===== src/rtl/fifo_pkg.sv =====
// Shared helpers for the Gray-pointer async FIFO: pointer code conversion
// and width helpers used by both the write-side and read-side blocks.
package fifo_pkg;

  // Conversions run on a wide word; callers zero-extend their pointer in
  // and truncate the result back to pointer width. Gray<->binary on a
  // zero-extended value leaves the low bits identical to a narrow conversion.
  localparam int CONV_W = 32;

  typedef logic [CONV_W-1:0] conv_word_t;

  // Pointer width for a given address width: one extra bit distinguishes
  // a full FIFO from an empty one when the addresses match.
  function automatic int ptr_width(input int addrW);
    return addrW + 1;
  endfunction

  // Binary to reflected Gray code.
  function automatic conv_word_t bin2gray(input conv_word_t bin);
    return bin ^ (bin >> 1);
  endfunction

  // Reflected Gray code back to binary, folding XORs down from the MSB.
  function automatic conv_word_t gray2bin(input conv_word_t gray);
    conv_word_t bin;
    bin[CONV_W-1] = gray[CONV_W-1];
    for (int i = CONV_W - 2; i >= 0; i--) begin
      bin[i] = bin[i+1] ^ gray[i];
    end
    return bin;
  endfunction

endpackage


===== src/rtl/gray_counter.sv =====
// Binary/Gray pointer counter shared by the write and read pointer blocks.
// Exposes both the registered pointers and the combinational next values so
// the owner can compare against the far-side pointer one edge early.
module gray_counter
  import fifo_pkg::*;
#(
  parameter int W = 5
) (
  input  logic         i_clk,
  input  logic         i_rst,
  input  logic         i_inc,
  output logic [W-1:0] o_bin,
  output logic [W-1:0] o_binNext,
  output logic [W-1:0] o_gray,
  output logic [W-1:0] o_grayNext
);

  logic [W-1:0] binQ;
  logic [W-1:0] grayQ;

  // Next values: the binary count wraps naturally modulo 2**W, and the
  // Gray code of the wrapped value differs from the current one in one bit.
  assign o_binNext  = binQ + W'(i_inc);
  assign o_grayNext = W'(bin2gray(CONV_W'(o_binNext)));

  // Both codes are registered so the Gray output toggles cleanly off a flop,
  // which is what makes it safe to hand to another clock domain.
  always_ff @(posedge i_clk) begin
    if (i_rst) begin
      binQ  <= '0;
      grayQ <= '0;
    end else begin
      binQ  <= o_binNext;
      grayQ <= o_grayNext;
    end
  end

  assign o_bin  = binQ;
  assign o_gray = grayQ;

endmodule


===== src/rtl/wptr_full_level.sv =====
// Write-domain pointer and status block for the dual-clock async FIFO.
// Advances the write pointer on accepted writes, produces the Gray pointer
// that crosses to the read side, and derives full / level / almost-full /
// sticky overflow from the synchronised read pointer.
module wptr_full_level
  import fifo_pkg::*;
#(
  parameter int ADDR_W          = 4,
  parameter bit AF_DISABLE_ZERO = 1'b1
) (
  input  logic              i_clk,
  input  logic              i_rst,
  input  logic              i_inc,
  input  logic [ADDR_W:0]   i_readPtr,
  input  logic [ADDR_W:0]   i_afThresh,
  input  logic              i_clrOverflow,
  output logic [ADDR_W:0]   o_writePtr,
  output logic [ADDR_W-1:0] o_writeAddr,
  output logic              o_writeEn,
  output logic              o_full,
  output logic              o_almostFull,
  output logic [ADDR_W:0]   o_level,
  output logic              o_overflow
);

  localparam int PTR_W = ptr_width(ADDR_W);
  localparam int DEPTH = 2 ** ADDR_W;
  localparam logic [PTR_W-1:0] DEPTH_P = PTR_W'(DEPTH);

  logic             writeAccept;
  logic [PTR_W-1:0] binQ;
  logic [PTR_W-1:0] binNext;
  logic [PTR_W-1:0] grayQ;
  logic [PTR_W-1:0] grayNext;
  logic [PTR_W-1:0] readGrayFull;
  logic [PTR_W-1:0] readBin;
  logic [PTR_W-1:0] levelNext;
  logic             fullNext;
  logic             afNext;
  logic             overflowNext;

  logic [PTR_W-1:0] levelQ;
  logic             fullQ;
  logic             afQ;
  logic             overflowQ;

  // A write only lands when there is room and we are not in reset; this is
  // also the memory write strobe, so a dropped write never touches the RAM.
  assign writeAccept = i_inc & ~fullQ & ~i_rst;

  gray_counter #(
    .W(PTR_W)
  ) u_counter (
    .i_clk      (i_clk),
    .i_rst      (i_rst),
    .i_inc      (writeAccept),
    .o_bin      (binQ),
    .o_binNext  (binNext),
    .o_gray     (grayQ),
    .o_grayNext (grayNext)
  );

  // Full means the write pointer is exactly one lap ahead of the read
  // pointer; in Gray code that is the read pointer with its top two bits
  // inverted.
  assign readGrayFull = {~i_readPtr[ADDR_W:ADDR_W-1], i_readPtr[ADDR_W-2:0]};
  assign fullNext     = (grayNext == readGrayFull);

  // Occupancy uses modulo pointer arithmetic; it reaches DEPTH exactly when
  // full and is pessimistic because the read pointer is a few clocks stale.
  assign readBin   = PTR_W'(gray2bin(CONV_W'(i_readPtr)));
  assign levelNext = binNext - readBin;

  // Almost-full compare: zero threshold is either a disable or a force-on
  // depending on the build, and thresholds above DEPTH can never be reached.
  always_comb begin
    afNext = 1'b0;
    if (i_afThresh == '0) begin
      afNext = ~AF_DISABLE_ZERO;
    end else if (i_afThresh > DEPTH_P) begin
      afNext = 1'b0;
    end else begin
      afNext = (levelNext >= i_afThresh);
    end
  end

  // Sticky overflow: a write attempted while full sets it, and the set
  // takes priority over a clear arriving in the same cycle.
  always_comb begin
    overflowNext = overflowQ;
    if (i_clrOverflow) begin
      overflowNext = 1'b0;
    end
    if (i_inc && fullQ) begin
      overflowNext = 1'b1;
    end
  end

  // Status registers: everything reflects an accepted write right after the
  // edge that accepted it, and reset wipes all of it in one edge.
  always_ff @(posedge i_clk) begin
    if (i_rst) begin
      levelQ    <= '0;
      fullQ     <= 1'b0;
      afQ       <= 1'b0;
      overflowQ <= 1'b0;
    end else begin
      levelQ    <= levelNext;
      fullQ     <= fullNext;
      afQ       <= afNext;
      overflowQ <= overflowNext;
    end
  end

  assign o_writePtr   = grayQ;
  assign o_writeAddr  = ADDR_W'(binQ);
  assign o_writeEn    = writeAccept;
  assign o_full       = fullQ;
  assign o_almostFull = afQ;
  assign o_level      = levelQ;
  assign o_overflow   = overflowQ;

endmodule


===== config.mk =====
export PLATFORM = sky130hd
export DESIGN_NAME = wptr_full_level
export DESIGN_NICKNAME = d
export VERILOG_FILES = /design/src/rtl/fifo_pkg.sv /design/src/rtl/gray_counter.sv /design/src/rtl/wptr_full_level.sv
export SDC_FILE = /design/constraint.sdc
export NUM_CORES = 1
export LEC_CHECK = 0
export CAP_MARGIN = 20
export CORE_MARGIN = 5
export CORE_UTILIZATION = 45
export DETAILED_ROUTE_END_ITERATION = 8
export HOLD_SLACK_MARGIN = 0.06
export PLACE_DENSITY = 0.87
export SLEW_MARGIN = 25
export SYNTH_ARGS = -nofsm -noshare
export SYNTH_HDL_FRONTEND = slang
export SYNTH_SLANG_ARGS = --single-unit

===== constraint.sdc =====
create_clock -name i_clk -period 6.25 [get_ports i_clk]
set_input_delay 0.9375 -clock i_clk [delete_from_list [all_inputs] [get_ports i_clk]]
set_output_delay 0.9375 -clock i_clk [all_outputs]
set_load 0.01 [all_outputs]

==> flow_metrics.env, run 1 <==
export IMPL_outcome="complete, no violations"
export IMPL_dp_hpwl_um=1600
export IMPL_rows=16
export IMPL_hold_path_class="reg -> reg"
export IMPL_grt_pass1_vias=826
export IMPL_fin_util=0.664
export IMPL_die_area_um2=3170
export IMPL_yosysUniqueCellTypes=25
export IMPL_cpMostUsedCell="ha_1"
export IMPL_drive_gt1_frac=0.0515
export IMPL_syn_to_final_growth_pct=37.6
export IMPL_slew_headroom=0.592
export IMPL_place_congestion=0.784
export IMPL_ys_seq_area_frac=0.352
export IMPL_initial_core_util=0.482
export IMPL_place_inst=159
export IMPL_grt_overflow=0
export IMPL_synth_area_um2=966
export IMPL_tightestPinTransition_ns=0.611
export IMPL_grt_max_degree=19
export IMPL_ys_seq_elements=17
export IMPL_remaining_drc_errors=0
export IMPL_wirelength_um=1860
export IMPL_nNetsFinal=163
export IMPL_rsz0062_at_grt="false"
export IMPL_tns_ns=0
export IMPL_dr_first_iter_drc_count=17
export IMPL_period_share=0.651
export IMPL_cts_sinks=17
export IMPL_avgViaCountPerCell=4.89
export IMPL_diodes=0
export IMPL_power_density_nw_per_um2=215
export IMPL_path_max_fanout=18
export IMPL_synth_warnings=0
export IMPL_cts_tree="built"
export IMPL_startpoint_type="primary input"
export IMPL_register_area_um2=340
export IMPL_io_pins=32
export IMPL_dpl_cell_area_um2=1300
export IMPL_num_fill_cells=174
export IMPL_synth_area_per_cell_um2=9.38
export IMPL_firstDrtPassIters=4
export IMPL_synth_area_top_cells="dfxtp_1 35%, ha_1 14%, xnor2_1 11%"
export IMPL_cts_buffer_depth=2
export IMPL_grt_pass1_wl_um=3330
export IMPL_setup_viol=0
export IMPL_finalWorstSetupSlack_ns=2.18
export IMPL_ir_drop_mv=0.145
export IMPL_crit_family="adder cells"
export IMPL_hold_viol=0
export IMPL_clk_pin_slew_ns=0.09
export IMPL_instances_no_fill=163
export IMPL_grtUsageTotal=0.130
export IMPL_cts_resized=0
export IMPL_p_leak_nw=0.560
export IMPL_fp_dieW_um=56.3
export IMPL_path_class="in -> reg"
export IMPL_multi_input_area_um2=573
export IMPL_cp_slowest_cell="clkdlybuf4s50_1"
export IMPL_coreArea_um2=2000
export IMPL_synth_top_cell_area_share=0.352
export IMPL_async_reset_ff_frac=0
export IMPL_final_max_slew_viol_count=0
export IMPL_crit_buf_inv=2
export IMPL_fin_crit_ns=4.07
export IMPL_hold_buffers=0
export IMPL_critPathRequiredTime_ns=6.40
export IMPL_arrival_ns=4.22
export IMPL_netlist_instances=103
export IMPL_vias=797
export IMPL_cp_cell_sequence="clkdlybuf4s50_1 > nor3b_1 > ha_1 > ha_1 > xnor2_2 > inv_2 > ha_1 > a21o_1 > a21oi_1 > xnor2_1 > ha_1 > a21oi_1 > a211oi_1"
export IMPL_post_cts_setup_buffers=0
export IMPL_totalPowerFinal_uw=286
export IMPL_cpPeakStageDelay_ns=0.84
export IMPL_port_buffers=31
export IMPL_design_area_um2=1330
export IMPL_synth_ff_type="dfxtp_1"
export IMPL_ant_nets=0
export IMPL_finClkSkew_ns=0.00263
export IMPL_insertion_delay_ns=0.29
export IMPL_wl_per_cell_um=11.4
export IMPL_place_ws_ns=1.90
export IMPL_whs_ns=0.482
export IMPL_synth_edf_count=0
export IMPL_cts_buffers=3
export IMPL_cts_root_buf="clkbuf_4"
export IMPL_synth_top_area_cell="dfxtp_1"
export IMPL_syn_nets=129
export IMPL_fmax_mhz=246
export IMPL_end_kind="register"
export IMPL_chipHeight_um=56.3
export IMPL_drv_cap=0
export IMPL_antenna_found_initial=0
export IMPL_cts_max_level=1
## area by class of cell
type,count,area share
clock buffers,4,0.0198
inverters,12,0.0339
multi-input cells,72,0.431
flip-flops and latches,17,0.256
well taps,27,0.0254
repair buffers,31,0.234
## where the power goes
part,total (mW),switching (mW),leakage [nW],internal (mW)
clock,0.0567,0.0318,0.0150,0.0248
combinational,0.109,0.0503,0.406,0.0588
sequential,0.121,0.00252,0.139,0.118
total,0.286,0.0846,0.560,0.202
## cell usage after synthesis (2+ instances only)
library cell  number
xnor2_1           12
a21oi_1            6
nor2b_1            4
a211oi_1           2
inv_1             11
nand2_1            2
clkbuf_1           2
ha_1              11
o211ai_1           2
a21o_1             2
dfxtp_1           17
xor2_1             5
nor2_1            14
nand2b_1           2
## cells by family after synthesis
logic type | count (synthesis) | synth area share
AOI/OAI and AO/OA | 13 | 0.0881
xor gates and xnor gates | 19 | 0.199
adders and majority gates | 12 | 0.163
buffers and inverters | 14 | 0.0544
DFF | 17 | 0.352
and+or+nand+nor | 28 | 0.142
## routing by layer
layer,global-route usage,wire length (um)
met1,0.145,801
met5,0,0
met2,0.234,907
met4,0.0814,55
met3,0.0115,92
## layout by cell type, fill, tap and decap left out, drive strengths merged
cell type      synthesis  layout
a211oi                 2       2
a21o                   2       2
a21oi                  6       6
a311o                  1       1
clkbuf                 2       4
clkdlybuf4s50          0      31
dfxtp                 17      17
fa                     1       1
ha                    11      11
inv                   12      12
nand2                  2       2
nand2b                 2       2
nand3                  2       2
nor2                  14      14
nor2b                  4       4
nor3                   1       1
nor3b                  1       1
nor4                   1       1
o211ai                 2       2
or3                    1       1
xnor2                 13      13
xor2                   6       6
## final timing paths
kind / endpoint / cells after the start / startpoint / slack [ns]
min reg2reg: o_overflow$_SDFFE_PP0P_ / 2 / o_full$_SDFF_PP0_ / 0.48
max: o_almostFull$_SDFF_PP0_ / 13 / i_rst / 2.18
max reg2reg: o_almostFull$_SDFF_PP0_ / 12 / o_full$_SDFF_PP0_ / 3.38
min: o_overflow$_SDFFE_PP0P_ / 2 / o_full$_SDFF_PP0_ / 0.48
## state kept, by name, summed over array words and instances (netlist names)
name,cells
u_counter.o_gray,5
o_almostFull,1
o_level,5
o_full,1
u_counter.o_bin,4
o_overflow,1
## worst reg2reg max path, cell delays in order (launching register included)
cell      delay (ns)
dfxtp_1         0.33
nor3b_1         0.25
ha_1            0.23
ha_1            0.23
xnor2_2         0.20
inv_2           0.11
ha_1            0.34
a21o_1          0.17
a21oi_1         0.17
xnor2_1         0.16
ha_1            0.28
a21oi_1         0.17
a211oi_1        0.09
Power figures use the tool's default switching activity.
==> run 2: changes to the inputs <==
--- a/config.mk
+++ b/config.mk
@@ -7,10 +7,10 @@
 export LEC_CHECK = 0
 export CAP_MARGIN = 20
 export CORE_MARGIN = 5
-export CORE_UTILIZATION = 45
+export CORE_UTILIZATION = 44
 export DETAILED_ROUTE_END_ITERATION = 8
 export HOLD_SLACK_MARGIN = 0.06
-export PLACE_DENSITY = 0.87
+export PLACE_DENSITY = 0.85
 export SLEW_MARGIN = 25
 export SYNTH_ARGS = -nofsm -noshare
 export SYNTH_HDL_FRONTEND = slang
==> constraint.sdc (replaced) <==
create_clock -name i_clk -period 4.27 [get_ports i_clk]
set_input_delay 0.6405 -clock i_clk [delete_from_list [all_inputs] [get_ports i_clk]]
set_output_delay 0.6405 -clock i_clk [all_outputs]
set_load 0.01 [all_outputs]
==> run 2 against run 1 <==
Sequential power up 46%. Clock power increased by 48%. Critical path depth grew 1. Combinational power increased by 47%. Critical endpoint unchanged. Largest cell class unchanged.
==> flow_metrics.env, run 2 (synthesis results as in run 1) <==
export IMPL_wl_per_cell_um=12.0
export IMPL_syn_to_final_growth_pct=38.5
export IMPL_cts_tree="built"
export IMPL_dr_first_iter_drc_count=16
export IMPL_crit_family="XOR/XNOR gates"
export IMPL_cp_depth=14
export IMPL_cpMostUsedCell="xnor2_1"
export IMPL_tightestPinTransition_ns=0.596
export IMPL_p_leak_nw=0.565
export IMPL_ir_drop_mv=0.162
export IMPL_nNetsFinal=164
export IMPL_outcome="complete, no violations"
export IMPL_cts_root_buf="clkbuf_4"
export IMPL_firstDrtPassIters=4
export IMPL_setup_viol=0
export IMPL_cpPeakStageDelay_ns=0.45
export IMPL_fmax_mhz=292
export IMPL_cp_slowest_cell="clkdlybuf4s50_1"
export IMPL_num_fill_cells=184
export IMPL_r2r_setup_slack_ns=1.45
export IMPL_final_common_cell="clkdlybuf4s50_1"
export IMPL_hold_path_class="reg -> reg"
export IMPL_grt_pass1_wl_um=3120
export IMPL_use_met2=0.213
export IMPL_cts_max_level=1
export IMPL_cp_cell_sequence="clkdlybuf4s50_1 > xnor2_1 > xor2_1 > xor2_1 > xnor2_1 > ha_1 > fa_1 > inv_1 > a21o_1 > a21oi_1 > xnor2_1 > ha_1 > o211ai_1 > a211oi_1"
export IMPL_antenna_found_initial=0
export IMPL_r2r_start="o_full$_SDFF_PP0_"
export IMPL_finalWorstSetupSlack_ns=0.847
export IMPL_power_density_nw_per_um2=315
export IMPL_rows=17
export IMPL_grt_max_degree=18
export IMPL_hold_viol=0
export IMPL_grt_overflow=0
export IMPL_drive_gt1_frac=0.0584
export IMPL_cts_buffers=3
export IMPL_min_delay_start="o_overflow$_SDFFE_PP0P_"
export IMPL_whs_path_depth=2
export IMPL_end_kind="register"
export IMPL_globalRouteMet1Util=0.142
export IMPL_final_max_slew_viol_count=0
export IMPL_place_ws_ns=0.528
export IMPL_vias=777
export IMPL_post_cts_setup_buffers=0
export IMPL_dp_hpwl_um=1660
export IMPL_fin_crit_ns=3.42
export IMPL_final_cell_mix="31 x clkdlybuf4s50_1, 17 x dfxtp_1, 14 x nor2_1, 12 x xnor2_1"
export IMPL_insertion_delay_ns=0.28
export IMPL_register_area_um2=340
export IMPL_hold_buffers=0
export IMPL_avgViaCountPerCell=4.71
export IMPL_multi_input_area_um2=573
export IMPL_place_congestion=0.788
export IMPL_grtUsageTotal=0.119
export IMPL_finClkSkew_ns=0.00460
export IMPL_ff2ff_path_depth=12
export IMPL_wirelength_um=1970
export IMPL_crit_buf_inv=2
export IMPL_tns_ns=0
export IMPL_cts_resized=0
export IMPL_critPathRequiredTime_ns=4.48
export IMPL_path_class="in -> reg"
export IMPL_startpoint_type="primary input"
export IMPL_clk_pin_slew_ns=0.09
export IMPL_grt_pass1_vias=749
export IMPL_reg2reg_to="o_almostFull$_SDFF_PP0_"
export IMPL_drv_cap=0
export IMPL_fp_dieW_um=56.9
export IMPL_grtUsageMet3=0.0161
export IMPL_top_usage_layer="met2"
export IMPL_rsz0062_at_grt="false"
export IMPL_period_share=0.802
export IMPL_remaining_drc_errors=0
export IMPL_slew_headroom=0.601
export IMPL_path_max_fanout=3
export IMPL_coreArea_um2=2150
export IMPL_port_buffers=31
export IMPL_die_area_um2=3230
export IMPL_cts_sinks=17
export IMPL_ant_nets=0
export IMPL_diodes=0
export IMPL_initial_core_util=0.450
export IMPL_arrival_ns=3.63
export IMPL_holdPathEnd="o_overflow$_SDFFE_PP0P_"
export IMPL_chipHeight_um=56.9
export IMPL_io_pins=32
export IMPL_cts_buffer_depth=2
run 2: cell count changes in the layout (fill, tap and decap cells not counted):
cell,change
buf_4,+1
run 2: worst max-delay path by stage:
stage | from | endpoint | slack, ns
floorplan | i_rst | o_almostFull$_SDFF_PP0_ | 0.93
global placement | i_readPtr[4] | o_almostFull$_SDFF_PP0_ | 0.65
detailed placement | i_readPtr[4] | o_almostFull$_SDFF_PP0_ | 0.53
CTS | i_readPtr[4] | o_almostFull$_SDFF_PP0_ | 0.81
global route | i_readPtr[4] | o_almostFull$_SDFF_PP0_ | 0.70
finish | i_readPtr[4] | o_almostFull$_SDFF_PP0_ | 0.85
run 2: power by group:
group          switching (mW)  internal (mW)  total (mW)
registers             0.00401          0.173       0.177
logic                  0.0739         0.0865       0.160
clock network          0.0474         0.0363      0.0837
total                   0.125          0.296       0.421
run 2: worst register-to-register path, stage by stage (launching register included):
cell,delay (ns)
dfxtp_1,0.33
nor3b_1,0.24
ha_1,0.23
ha_1,0.23
xnor2_2,0.22
inv_2,0.12
ha_1,0.34
a21o_1,0.17
a21oi_1,0.17
xnor2_1,0.10
ha_1,0.31
o211ai_1,0.10
a211oi_1,0.19
run 2: metrics by stage:
stage / instances / hold slack [ns] / power [mW] / util / area [um^2]
2_1_floorplan: 103 / 0.493 / 0.277 / - / 966
3_3_place_gp: 161 / 0.461 / 0.335 / 0.610 / 1310
3_5_place_dp: 161 / 0.472 / 0.343 / 0.610 / 1310
4_1_cts: 165 / 0.485 / 0.424 / 0.623 / 1340
5_1_grt: 165 / 0.495 / 0.446 / 0.623 / 1340
6_report: 165 / 0.481 / 0.421 / 0.623 / 1340
run 2: area by class of cell:
class | count | area share
clock buffers | 4 | 0.0196
inverters | 12 | 0.0337
multi-input cells | 72 | 0.428
flip-flops and latches | 17 | 0.254
well taps | 28 | 0.0262
repair buffers | 32 | 0.238
run 2: routing by layer:
metal / up-vias / share of wire
met5: - / 0
met4: 0 / 0.018
met3: 4 / 0.053
met2: 21 / 0.49
met1: 348 / 0.43
li1: 404 / -
